==> src/rtl/icache_dm_pkg.sv <==
// Shared definitions for the direct-mapped instruction cache.
//   - bus word/address widths and their types
//   - controller state encoding (exported on the debug port)
//   - is_cacheable(): window test used by the request lookup
package icache_dm_pkg;

    localparam int unsigned P_WADDR = 32;
    localparam int unsigned P_WDATA = 32;

    typedef logic [P_WADDR-1:0] addr_t;
    typedef logic [P_WDATA-1:0] data_t;

    typedef enum logic [2:0] {
        S_RUN         = 3'd0,
        S_REFILL_REQ  = 3'd1,
        S_REFILL_DATA = 3'd2,
        S_UNC_REQ     = 3'd3,
        S_UNC_DATA    = 3'd4,
        S_WR          = 3'd5
    } state_e;

    // Window bounds are inclusive on both ends.
    function automatic logic is_cacheable(input addr_t a, input addr_t lo, input addr_t hi);
        return (a >= lo) && (a <= hi);
    endfunction

endpackage

==> src/rtl/BusItf.sv <==
// Single-word request/response bus used on both sides of the cache.
//   valid/wr/addr/dataM2S : master -> slave request, held until ready=1
//   ready                 : slave accepts the request in this cycle
//   dataS2M               : read data, valid only in the cycle after ready,
//                           zero in every other cycle
interface BusItf;
    logic        valid;
    logic        ready;
    logic        wr;
    logic [31:0] addr;
    logic [31:0] dataM2S;
    logic [31:0] dataS2M;

    modport Master (output valid, output wr, output addr, output dataM2S,
                    input  ready, input  dataS2M);
    modport Slave  (input  valid, input  wr, input  addr, input  dataM2S,
                    output ready, output dataS2M);
endinterface

==> src/rtl/icache_dm_bram.sv <==
// Single-port data array with a registered read port (1-cycle latency).
//   clk   : clock
//   en    : access enable
//   we    : write when en=1, otherwise read
//   addr  : word address
//   wdata : write data
//   rdata : read data, valid the cycle after a read access
module icache_dm_bram #(
    parameter int unsigned P_DEPTH = 64,
    parameter int unsigned P_WIDTH = 32,
    parameter int unsigned P_AW    = 6
) (
    input  logic               clk,
    input  logic               en,
    input  logic               we,
    input  logic [P_AW-1:0]    addr,
    input  logic [P_WIDTH-1:0] wdata,
    output logic [P_WIDTH-1:0] rdata
);

    // No reset on the array or the read register so it maps onto block RAM;
    // the cache gates rdata with its own registered "read happened" flag.
    logic [P_WIDTH-1:0] mem [P_DEPTH];
    logic [P_WIDTH-1:0] rdata_q;

    always_ff @(posedge clk) begin
        if (en) begin
            if (we) begin
                mem[addr] <= wdata;
            end else begin
                rdata_q <= mem[addr];
            end
        end
    end

    assign rdata = rdata_q;

endmodule

==> src/rtl/icache_dm.sv <==
// Direct-mapped instruction cache between the CPU fetch port and the bus.
//   clk, rst  : clock, asynchronous active-low reset
//   flush     : one-cycle pulse, invalidates every line
//   bCpuIf    : CPU-side slave port
//   bBusIf    : system-bus master port
//   hitCnt    : cacheable read hits since reset (wraps)
//   missCnt   : refills started since reset (wraps)
//   dbg_state : current controller state
// Handshake on both ports: the master holds valid/addr/wr/dataM2S until the
// cycle ready=1; read data appears on dataS2M in the following cycle and
// dataS2M is zero otherwise.
module icache_dm
    import icache_dm_pkg::*;
#(
    parameter int unsigned P_LINES    = 16,
    parameter int unsigned P_WORDS    = 4,
    parameter logic [31:0] P_CACHE_LO = 32'h0000_0000,
    parameter logic [31:0] P_CACHE_HI = 32'h0000_FFFF
) (
    input  logic        clk,
    input  logic        rst,
    input  logic        flush,
    BusItf.Slave        bCpuIf,
    BusItf.Master       bBusIf,
    output logic [31:0] hitCnt,
    output logic [31:0] missCnt,
    output state_e      dbg_state
);

    localparam int unsigned WW = $clog2(P_WORDS);
    localparam int unsigned IW = $clog2(P_LINES);
    localparam int unsigned TW = P_WADDR - 2 - WW - IW;
    localparam int unsigned AW = IW + WW;

    state_e            state_q, state_d;
    logic [WW-1:0]     word_q, word_d;
    logic [P_LINES-1:0] valid_q, valid_d;
    logic [TW-1:0]     tag_q [P_LINES];
    logic [TW-1:0]     tag_d [P_LINES];
    logic [31:0]       hit_cnt_q, hit_cnt_d;
    logic [31:0]       miss_cnt_q, miss_cnt_d;
    logic              flush_pend_q, flush_pend_d;
    logic              rd_hit_q, rd_hit_d;
    logic              retry_q, retry_d;

    logic [WW-1:0]     req_word;
    logic [IW-1:0]     req_index;
    logic [TW-1:0]     req_tag;
    logic              cacheable, tag_hit;

    logic              cpu_ready, bus_valid, bus_wr;
    addr_t             bus_addr;
    data_t             bus_wdata;
    logic              ram_en, ram_we;
    logic [AW-1:0]     ram_addr;
    data_t             ram_wdata, ram_rdata;

    assign req_word  = bCpuIf.addr[2 +: WW];
    assign req_index = bCpuIf.addr[2 + WW +: IW];
    assign req_tag   = bCpuIf.addr[P_WADDR-1 -: TW];
    assign cacheable = is_cacheable(bCpuIf.addr, P_CACHE_LO, P_CACHE_HI);
    assign tag_hit   = valid_q[req_index] && (tag_q[req_index] == req_tag);

    always_comb begin
        state_d      = state_q;
        word_d       = word_q;
        valid_d      = valid_q;
        tag_d        = tag_q;
        hit_cnt_d    = hit_cnt_q;
        miss_cnt_d   = miss_cnt_q;
        flush_pend_d = flush_pend_q;
        rd_hit_d     = 1'b0;
        retry_d      = 1'b0;
        cpu_ready    = 1'b0;
        bus_valid    = 1'b0;
        bus_wr       = 1'b0;
        bus_addr     = '0;
        bus_wdata    = '0;
        ram_en       = 1'b0;
        ram_we       = 1'b0;
        ram_addr     = {req_index, req_word};
        ram_wdata    = bCpuIf.dataM2S;

        unique case (state_q)
            S_RUN: begin
                if (bCpuIf.valid) begin
                    if (bCpuIf.wr) begin
                        state_d = S_WR;
                    end else if (!cacheable) begin
                        state_d = S_UNC_REQ;
                    end else if (tag_hit) begin
                        cpu_ready = 1'b1;
                        ram_en    = 1'b1;
                        rd_hit_d  = 1'b1;
                        // The re-lookup that ends a refill was already
                        // counted as a miss; count each request only once.
                        if (!retry_q) begin
                            hit_cnt_d = hit_cnt_q + 32'd1;
                        end
                    end else begin
                        miss_cnt_d = miss_cnt_q + 32'd1;
                        word_d     = '0;
                        state_d    = S_REFILL_REQ;
                    end
                end
            end
            S_REFILL_REQ: begin
                bus_valid = 1'b1;
                bus_addr  = {req_tag, req_index, word_q, 2'b00};
                if (bBusIf.ready) begin
                    state_d = S_REFILL_DATA;
                end
            end
            S_REFILL_DATA: begin
                ram_en    = 1'b1;
                ram_we    = 1'b1;
                ram_addr  = {req_index, word_q};
                ram_wdata = bBusIf.dataS2M;
                if (word_q == WW'(P_WORDS - 1)) begin
                    tag_d[req_index]   = req_tag;
                    valid_d[req_index] = 1'b1;
                    retry_d            = 1'b1;
                    state_d            = S_RUN;
                end else begin
                    word_d  = word_q + WW'(1);
                    state_d = S_REFILL_REQ;
                end
            end
            S_UNC_REQ: begin
                bus_valid = 1'b1;
                bus_addr  = bCpuIf.addr;
                cpu_ready = bBusIf.ready;
                if (bBusIf.ready) begin
                    state_d = S_UNC_DATA;
                end
            end
            S_UNC_DATA: begin
                state_d = S_RUN;
            end
            S_WR: begin
                bus_valid = 1'b1;
                bus_wr    = 1'b1;
                bus_addr  = bCpuIf.addr;
                bus_wdata = bCpuIf.dataM2S;
                cpu_ready = bBusIf.ready;
                if (bBusIf.ready) begin
                    // Write-through: update a resident copy, never allocate.
                    if (cacheable && tag_hit) begin
                        ram_en = 1'b1;
                        ram_we = 1'b1;
                    end
                    state_d = S_RUN;
                end
            end
            default: begin
                state_d = S_RUN;
            end
        endcase

        // Flush wins over a line being validated on the same edge, so a
        // flush that arrives during a refill forces the request to re-miss.
        if (state_q == S_RUN) begin
            if (flush) begin
                valid_d = '0;
            end
            flush_pend_d = 1'b0;
        end else if (state_d == S_RUN) begin
            if (flush_pend_q || flush) begin
                valid_d = '0;
            end
            flush_pend_d = 1'b0;
        end else if (flush) begin
            flush_pend_d = 1'b1;
        end
    end

    always_ff @(posedge clk or negedge rst) begin
        if (!rst) begin
            state_q      <= S_RUN;
            word_q       <= '0;
            valid_q      <= '0;
            for (int i = 0; i < P_LINES; i++) begin
                tag_q[i] <= '0;
            end
            hit_cnt_q    <= '0;
            miss_cnt_q   <= '0;
            flush_pend_q <= 1'b0;
            rd_hit_q     <= 1'b0;
            retry_q      <= 1'b0;
        end else begin
            state_q      <= state_d;
            word_q       <= word_d;
            valid_q      <= valid_d;
            tag_q        <= tag_d;
            hit_cnt_q    <= hit_cnt_d;
            miss_cnt_q   <= miss_cnt_d;
            flush_pend_q <= flush_pend_d;
            rd_hit_q     <= rd_hit_d;
            retry_q      <= retry_d;
        end
    end

    icache_dm_bram #(
        .P_DEPTH (P_LINES * P_WORDS),
        .P_WIDTH (P_WDATA),
        .P_AW    (AW)
    ) u_data (
        .clk   (clk),
        .en    (ram_en),
        .we    (ram_we),
        .addr  (ram_addr),
        .wdata (ram_wdata),
        .rdata (ram_rdata)
    );

    assign bCpuIf.ready   = cpu_ready;
    assign bCpuIf.dataS2M = (state_q == S_UNC_DATA) ? bBusIf.dataS2M :
                            (rd_hit_q ? ram_rdata : '0);
    assign bBusIf.valid   = bus_valid;
    assign bBusIf.wr      = bus_wr;
    assign bBusIf.addr    = bus_addr;
    assign bBusIf.dataM2S = bus_wdata;
    assign hitCnt         = hit_cnt_q;
    assign missCnt        = miss_cnt_q;
    assign dbg_state      = state_q;

endmodule

==> src/flat_wrapper.sv <==
// flat-port wrapper written by rule: the top's interface ports become plain ports
module icache_dm_flat import icache_dm_pkg::*;
#(
    parameter int unsigned P_LINES    = 16,
    parameter int unsigned P_WORDS    = 4,
    parameter logic [31:0] P_CACHE_LO = 32'h0000_0000,
    parameter logic [31:0] P_CACHE_HI = 32'h0000_FFFF
)
  (clk, rst, flush, hitCnt, missCnt, dbg_state, bCpuIf_valid, bCpuIf_wr, bCpuIf_addr, bCpuIf_dataM2S, bCpuIf_ready, bCpuIf_dataS2M, bBusIf_valid, bBusIf_wr, bBusIf_addr, bBusIf_dataM2S, bBusIf_ready, bBusIf_dataS2M);
  BusItf bCpuIf_i ();
  BusItf bBusIf_i ();
  input  logic clk;
  input  logic rst;
  input  logic flush;
  output logic [31:0] hitCnt;
  output logic [31:0] missCnt;
  output state_e dbg_state;
  input wire logic [$bits(bCpuIf_i.valid)-1:0] bCpuIf_valid;
  input wire logic [$bits(bCpuIf_i.wr)-1:0] bCpuIf_wr;
  input wire logic [$bits(bCpuIf_i.addr)-1:0] bCpuIf_addr;
  input wire logic [$bits(bCpuIf_i.dataM2S)-1:0] bCpuIf_dataM2S;
  output wire logic [$bits(bCpuIf_i.ready)-1:0] bCpuIf_ready;
  output wire logic [$bits(bCpuIf_i.dataS2M)-1:0] bCpuIf_dataS2M;
  output wire logic [$bits(bBusIf_i.valid)-1:0] bBusIf_valid;
  output wire logic [$bits(bBusIf_i.wr)-1:0] bBusIf_wr;
  output wire logic [$bits(bBusIf_i.addr)-1:0] bBusIf_addr;
  output wire logic [$bits(bBusIf_i.dataM2S)-1:0] bBusIf_dataM2S;
  input wire logic [$bits(bBusIf_i.ready)-1:0] bBusIf_ready;
  input wire logic [$bits(bBusIf_i.dataS2M)-1:0] bBusIf_dataS2M;
  assign bCpuIf_i.valid = bCpuIf_valid;
  assign bCpuIf_i.wr = bCpuIf_wr;
  assign bCpuIf_i.addr = bCpuIf_addr;
  assign bCpuIf_i.dataM2S = bCpuIf_dataM2S;
  assign bCpuIf_ready = bCpuIf_i.ready;
  assign bCpuIf_dataS2M = bCpuIf_i.dataS2M;
  assign bBusIf_valid = bBusIf_i.valid;
  assign bBusIf_wr = bBusIf_i.wr;
  assign bBusIf_addr = bBusIf_i.addr;
  assign bBusIf_dataM2S = bBusIf_i.dataM2S;
  assign bBusIf_i.ready = bBusIf_ready;
  assign bBusIf_i.dataS2M = bBusIf_dataS2M;
  icache_dm #(.P_LINES(P_LINES), .P_WORDS(P_WORDS), .P_CACHE_LO(P_CACHE_LO), .P_CACHE_HI(P_CACHE_HI)) u_core (.clk(clk), .rst(rst), .flush(flush), .bCpuIf(bCpuIf_i), .bBusIf(bBusIf_i), .hitCnt(hitCnt), .missCnt(missCnt), .dbg_state(dbg_state));
endmodule
==> config.mk <==
export PLATFORM = sky130hd
export DESIGN_NAME = icache_dm_flat
export DESIGN_NICKNAME = d
export VERILOG_FILES = /design/src/rtl/icache_dm_pkg.sv /design/src/rtl/BusItf.sv /design/src/rtl/icache_dm_bram.sv /design/src/rtl/icache_dm.sv /design/src/flat_wrapper.sv
export SDC_FILE = /design/constraint.sdc
export NUM_CORES = 2
export LEC_CHECK = 0
export BUFFER_PORTS_ARGS = -buffer_cell sky130_fd_sc_hd__buf_2
export CORE_MARGIN = 4
export CORE_UTILIZATION = 55
export CTS_CLUSTER_DIAMETER = 40
export DETAILED_ROUTE_END_ITERATION = 7
export PLACE_DENSITY = 0.73
export SETUP_SLACK_MARGIN = 0.02
export SKIP_LAST_GASP = 1
export SLEW_MARGIN = 15
export SYNTH_ARGS = -nofsm -noshare
export SYNTH_HDL_FRONTEND = slang
export SYNTH_SLANG_ARGS = --single-unit
==> constraint.sdc <==
create_clock -name clk -period 8.7 [get_ports clk]
set_input_delay 0.87 -clock clk [delete_from_list [all_inputs] [get_ports clk]]
set_output_delay 0.87 -clock clk [all_outputs]
set_load 0.01 [all_outputs]
=== Word level (Yosys, flattened, before mapping) ===
Memory sizes are Yosys's and may differ from the RTL's. A register that Yosys moved wholly into a read port is not among the register bits.
Cells that the tools add are included.

* Bits in registers: 472
* Input bits: 102
* Memories: 1
* Output and inout bits: 166
* Word-level logic and storage cells: 126
* RAM bits: 2,048

{| class="wikitable"
|+ Memory list
! memory !! depth !! bits a word !! read ports !! clocked after Yosys merged registers in !! write ports !! RTL line !! text
|-
| u_core.u_data.mem || 64 || 32 || 1 || 1 || 1 || icache_dm_bram.sv:23 || <nowiki>logic [P_WIDTH-1:0] mem [P_DEPTH];</nowiki>
|}

* Reduce and logical (&&, ||, !) cells: 17
* Bitwise logic cells: 6
* Mux-type cells: 57
* Equality and inequality tests: 12
* Magnitude comparators: 6
* Add/subtract/negate cells: 3

{| class="wikitable"
|+ Operator list
! kind !! count
|-
| 384-bit bitwise mux || 1
|-
| 32-bit two-way mux || 4
|-
| 24-bit binary-select mux with 4-bit select || 1
|-
| 24-bit demux with 4-bit select || 1
|-
| 16-bit two-way mux || 6
|-
| 24-bit two-way mux || 3
|-
| 32-bit by 1-bit adder with 32-bit output (second input constant) || 2
|-
| 32-bit one-hot mux with 2 select lines || 1
|-
| 32-bit by 1-bit greater-or-equal comparator with 1-bit output (second input constant) || 1
|-
| 32-bit by 16-bit <= comparator with 1-bit output (second input constant) || 1
|-
| 24-bit == test || 1
|-
| 3-bit two-way mux || 7
|-
| 1-bit two-way mux || 20
|-
| 16-bit bitwise OR || 1
|-
| 3-bit one-hot mux with 5 select lines || 1
|-
| 2-bit two-way mux || 6
|-
| 6-bit AND reduction || 2
|-
| 2-bit != test (second input constant) || 4
|-
| 3-bit by 2-bit == test with 1-bit output (second input constant) || 2
|-
| 3-bit == test (second input constant) || 2
|-
| 3-bit zero test || 2
|-
| 5-bit greater-or-equal comparator (second input constant) || 1
|-
| 1-bit logical AND || 5
|-
| 4-bit by 5-bit less-than comparator with 1-bit output (second input constant) || 1
|-
| other kinds (20) || 25
|}

=== Depth between registers and ports, before layout ===
* Depth in word-level cells: 14
* Mapped depth: 15
* Gate-level depth less buffers: 9

=== Modules after synthesis ===
From an unflattened synthesis, not the netlist that was laid out.

* Cell total of the unflattened synthesis: 6,527
* Area, all modules: 103,191.5 µm²

{| class="wikitable"
|+ Modules (own cells, without submodules)
! module !! sequential area each (µm²) !! cells an instance !! instances !! area an instance (µm²)
|-
| icache_dm_bram || 62,459.9 || 4,496 || 1 || 79,237.2
|-
| icache_dm || 11,811.3 || 2,031 || 1 || 23,954.2
|}

=== Worst setup path before layout ===
No wires, ideal clock.

* Path type: input-to-reg
* Start point: input port bCpuIf_addr[4]
* End point: memory u_core.u_data.mem[16][0], enable pin
* Library setup time: 461 ps
* Buffers on the path: 6
* Arrival time: 5,594 ps
* Path slack: 2,645 ps
* Required time: 8,239 ps
* Stages on the path: 13
* Path through: buf_6 buf_6 buf_6 buf_4 mux4_2 a221oi_1 nand4_2 a221oi_2 and3b_1 buf_4 a21oi_4 buf_2 nor3_1

* Longest elaborated chain between the ends: 13
* Elaborated cells between the ends (all ways): 23
* Those cells by class: order compare (2); eq/ne (1); mux (16); bitwise (1); reduce/logical (3)

{| class="wikitable"
|+ RTL lines
! item !! RTL line !! text
|-
| start: declaration || flat_wrapper.sv:20 || <nowiki>input wire logic [$bits(bCpuIf_i.addr)-1:0] bCpuIf_addr;</nowiki>
|-
| 4-bit inverter with 5-bit output (implied by the code) || icache_dm.sv:62 || <nowiki>assign tag_hit = valid_q[req_index] && (tag_q[req_index] == req_tag);</nowiki>
|-
| 24-bit binary-select mux with 4-bit select || icache_dm.sv:62 ||
|-
| 24-bit two-way mux (implied by the code) (2 in series) || icache_dm.sv:62 ||
|-
| 24-bit == test || icache_dm.sv:62 ||
|-
| 1-bit logical AND || icache_dm.sv:62 ||
|-
| 1-bit two-way mux or 1-bit logical AND (tied branches) || icache_dm.sv:91, icache_dm.sv:148 ||
|-
| 1-bit two-way mux (on tied branches) || icache_dm.sv:89, icache_dm.sv:148 ||
|-
| 1-bit two-way mux (on tied branches) || icache_dm.sv:87, icache_dm.sv:146 ||
|-
| 1-bit two-way mux or 1-bit one-hot mux with 2 select lines (tied branches) || icache_dm.sv:86, icache_dm.sv:84 ||
|-
| 1-bit one-hot mux with 3 select lines or 1-bit two-way mux (tied branches) || icache_dm.sv:84, icache_dm_bram.sv:28 ||
|-
| 1-bit two-way mux || icache_dm_bram.sv:27 || <nowiki>if (en) begin</nowiki>
|-
| 1-bit two-way mux (implied by the code) || icache_dm_bram.sv:29 || <nowiki>mem[addr] <= wdata;</nowiki>
|-
| end: declaration || icache_dm_bram.sv:23 ||
|}

Parallel ways exist; a longest one is shown, timed or not. The select of a mux whose other input is x is not followed.

=== Worst setup path after layout ===
* Start point: input port bCpuIf_addr[4]
* End point: output port bCpuIf_ready

* Longest elaborated chain between the ends: 11
* Elaborated cells between the ends (all ways): 16
* Those cells by class: order compare (2); eq/ne (1); mux (10); bitwise (1); reduce/logical (2)

{| class="wikitable"
|+ RTL lines
! item !! RTL line !! text
|-
| 4-bit inverter with 5-bit output (implied by the code) || icache_dm.sv:62 ||
|-
| 24-bit binary-select mux with 4-bit select || icache_dm.sv:62 ||
|-
| 24-bit two-way mux (implied by the code) (2 in series) || icache_dm.sv:62 ||
|-
| 24-bit == test || icache_dm.sv:62 ||
|-
| 1-bit logical AND || icache_dm.sv:62 ||
|-
| 1-bit two-way mux || icache_dm.sv:91 || <nowiki>end else if (tag_hit) begin</nowiki>
|-
| 1-bit two-way mux (*) || icache_dm.sv:89 || <nowiki>end else if (!cacheable) begin</nowiki>
|-
| 1-bit two-way mux (*) || icache_dm.sv:87 || <nowiki>if (bCpuIf.wr) begin</nowiki>
|-
| 1-bit two-way mux (*) || icache_dm.sv:86 || <nowiki>if (bCpuIf.valid) begin</nowiki>
|-
| 1-bit one-hot mux with 2 select lines (*) || icache_dm.sv:84 || <nowiki>unique case (state_q)</nowiki>
|-
| end: declaration || flat_wrapper.sv:22 || <nowiki>output wire logic [$bits(bCpuIf_i.ready)-1:0] bCpuIf_ready;</nowiki>
|}

Mark *: on every way between the ends. The rest lies on a longest branch, timed or not. The select of a mux whose other input is x is not followed.

==> flow_metrics.tcl <==
set metrics [dict create \
    clk_latency_ps 950 \
    final_common_cell "edfxtp_1" \
    crit_required_ps 7830 \
    power.switching_w 0.00896 \
    nets 6285 \
    synthFlopType "edfxtp_1" \
    power.leakage_nw 39.6 \
    min_period_over_period_pct 67.0 \
    ios 268 \
    endpoint_kind "output pin" \
    numPortBuffers 267 \
    drc 0 \
    die_area_sq_mm 0.185 \
    holdCritPathClass "in -> reg" \
    path_clk_slew_ps 60 \
    grtUsageTotal_pct 30.4 \
    combPwrFrac_pct 15.1 \
    vias_per_cell 6.81 \
    hold_viol 0 \
    holdPathEnd "u_core.flush_pend_q$_DFFE_PN0P_" \
    grt_max_degree 149 \
    setup.worst_path.start_class "primary input" \
    whs_path_depth 2 \
    cts_max_path_buffers 4 \
    cp.arrival_ps 4960 \
    cts_max_level 5 \
    synth_edf_count 2080 \
    drt_iter0_drc 8743 \
    fin_ws_ps 2870 \
    layout_common_cells "2,080 x edfxtp_1, 654 x a22oi_1, 472 x dfrtp_1" \
    dr_total_vias 59687 \
    synth.area.top_cells "edfxtp_1 64%, dfrtp_1 12%, a22oi_1 5.0%, mux2_2 3.9%, mux4_2 1.9%" \
    area_growth_pct 15.7 \
    finalMaxSlewViolations 0 \
    ant_nets 0 \
    status "completed" \
    dpl_worst_slack_ps 2140 \
    synthCells 5833 \
    crit_fanout 46 \
    r2r_start "u_core.dbg_state[1]$_DFF_PN0_" \
    wl_per_cell_um 32.7 \
    ys_ff_latch 2552 \
    tns_ps 0 \
    synthArstFlopShare_pct 18.5 \
    swShare_pct 26.9 \
    ctsResizeCount 0 \
    drive_above_1_share_pct 23.4 \
    finalCriticalPeriod_ps 5830 \
    wl_um 286000 \
    min-delay-start "flush" \
    grt_pass1_vias 57854 \
    synth.cell_area_sq_mm 0.0982 \
    crit_path_start "bCpuIf_addr[4]" \
    ys_types 66 \
    reg2reg_depth 10 \
    avgSynthCellArea_sq_um 16.8 \
    die_y_um 431 \
    cts_buffers 319 \
    grt_overflow_total 0 \
    post-cts-setup-buffers 0 \
    root_buffer "clkbuf_16" \
    initial_core_util_pct 55.5 \
    worst_pin_slew_ps 1310 \
    timing.rr.end "u_core.u_data.rdata[2]$_DFFE_PP_" \
    clock-sinks 2552 \
    hold_buffers 0 \
    antenna_found_initial 16 \
    max_freq_mhz 172 \
    synth_top_area_share_pct 63.6 \
    finalSetupViolCount 0 \
    peakVddDrop_mv 0.235 \
    maxCapViolCount 0 \
    placeableCoreArea_sq_mm 0.177 \
    yosysTopAreaCell "edfxtp_1" \
    finalClockSkew_ps 74.6 \
    max_slew_margin_pct 12.6 \
    syn_nets 5938 \
    ys_seq_area_share_pct 75.6 \
    rrSetupSlack_ps 2990 \
    die_w_um 431 \
    intPower_w 0.0243 \
    powerDensity_mw_per_mm2 293 \
    firstDrtPassIters 6 \
    rsz0062_at_grt "no" \
    seq_power_share_pct 45.6 \
    rows 154 \
    cts_tree "built" \
    crit_type "in -> out" \
    yosys_warnings 0 \
    fillers 11874 \
    place_congestion 0.926 \
    power.share.clock_pct 39.3 \
    grt_pass1_wl_um 410000 \
    dp_hpwl_um 160000 \
]
flip-flops by register name, indices dropped and copies added, names as in the netlist:
register             flops
u_core.u_data.mem     2048
u_core.tag_q           384
u_core.hitCnt           32
u_core.missCnt          32
u_core.u_data.rdata     32
u_core.valid_q          16
u_core.dbg_state         3
u_core.word_q            2
u_core.flush_pend_q      1
u_core.rd_hit_q          1
u_core.retry_q           1
synth_stat cells, types with 8 or more instances:
cell / count
edfxtp_1: 2080
a22oi_1: 654
dfrtp_1: 472
mux2_2: 342
clkbuf_1: 307
nand2_1: 272
a22o_1: 198
a221oi_1: 196
a31oi_1: 163
o21ai_0: 103
nand4_1: 100
mux4_2: 81
nor3_1: 79
buf_1: 77
and2_1: 74
nand3_1: 72
mux2i_1: 61
nor4_1: 58
xor2_1: 51
a21oi_1: 46
xnor2_1: 46
nor2_1: 39
o211ai_1: 31
inv_1: 30
and3_1: 29
buf_2: 24
a21boi_0: 16
nand2b_1: 16
nor2b_1: 15
a41oi_1: 12
buf_4: 12
buf_6: 11
nor3b_1: 8
per-stage QoR:
step / instances / area [sq um] / total power [W] / hold WS [ps] / utilization (%)
after floorplan: 5833 / 98200 / 0.0180 / 443 / -
after global placement: 8197 / 103000 / 0.0201 / 455 / 58.3
after detailed placement: 8197 / 103000 / 0.0203 / 466 / 58.3
after CTS: 8757 / 114000 / 0.0332 / 158 / 64.2
after global routing: 8762 / 114000 / 0.0342 / 193 / 64.2
final: 8765 / 114000 / 0.0332 / 216 / 64.2
worst max path at each step:
stage | slack, ps | cells after the start | endpoint
after floorplan | 2640 | 13 | u_core.u_data.mem[16][0]$_DFFE_PP_
after global placement | 2170 | 14 | u_core.u_data.mem[49][20]$_DFFE_PP_
after detailed placement | 2140 | 14 | u_core.u_data.mem[49][10]$_DFFE_PP_
after CTS | 2840 | 13 | bCpuIf_ready
after global routing | 2570 | 13 | bCpuIf_ready
final | 2870 | 13 | bCpuIf_ready
cell type report:
cell class	instances	area, sq um	area share (%)
well taps	2340	2930	2.58
repair buffers	458	3080	2.71
multi-input cells	2817	22700	20.0
clock inverters	181	2030	1.79
diodes	6	15.0	0.0132
inverters	32	120	0.106
flip-flops and latches	2552	74300	65.4
clock buffers	379	8450	7.44
worst max-delay path: stages:
cell	delay (ps)
buf_6	510
buf_4	560
mux4_2	580
mux4_2	490
xnor2_1	370
nand2_1	90
nor3_1	170
nand4b_1	170
and3b_1	260
buf_4	360
and2_1	260
a31o_2	120
buf_2	120
logic make-up (layout without fill, tap and decap cells):
group	count (synthesis)	after routing	share of synthesized area, %
other cells	0	6	0
buf+inv	464	1050	1.94
simple gates	782	782	4.05
compound gates	1450	1450	11.1
mux	485	485	6.41
xor+xnor	97	97	0.865
fa+ha+maj	3	3	0.0382
flops	2552	2552	75.6
per-layer routing:
metal  up-vias  part of all wire (%)  wire length [um]  global-route usage [%]
li1      24404                     -                 -                       -
met1     30388                    35            101000                    40.0
met2      4161                    47            134000                    47.3
met3       724                    12             34100                    7.55
met4        10                   5.9             17000                    16.0
met5         -                 0.027                76                   0.130
power by group through the flow:
stage,Sequential [W],Combinational [W],Clock [W]
final,0.0152,0.00501,0.0131
after global routing,0.0152,0.00525,0.0137
after CTS,0.0151,0.00491,0.0132
after detailed placement,0.0154,0.00488,0
after global placement,0.0154,0.00476,0
after floorplan,0.0152,0.00280,0
No activity file was read; power rests on OpenSTA's default activity.
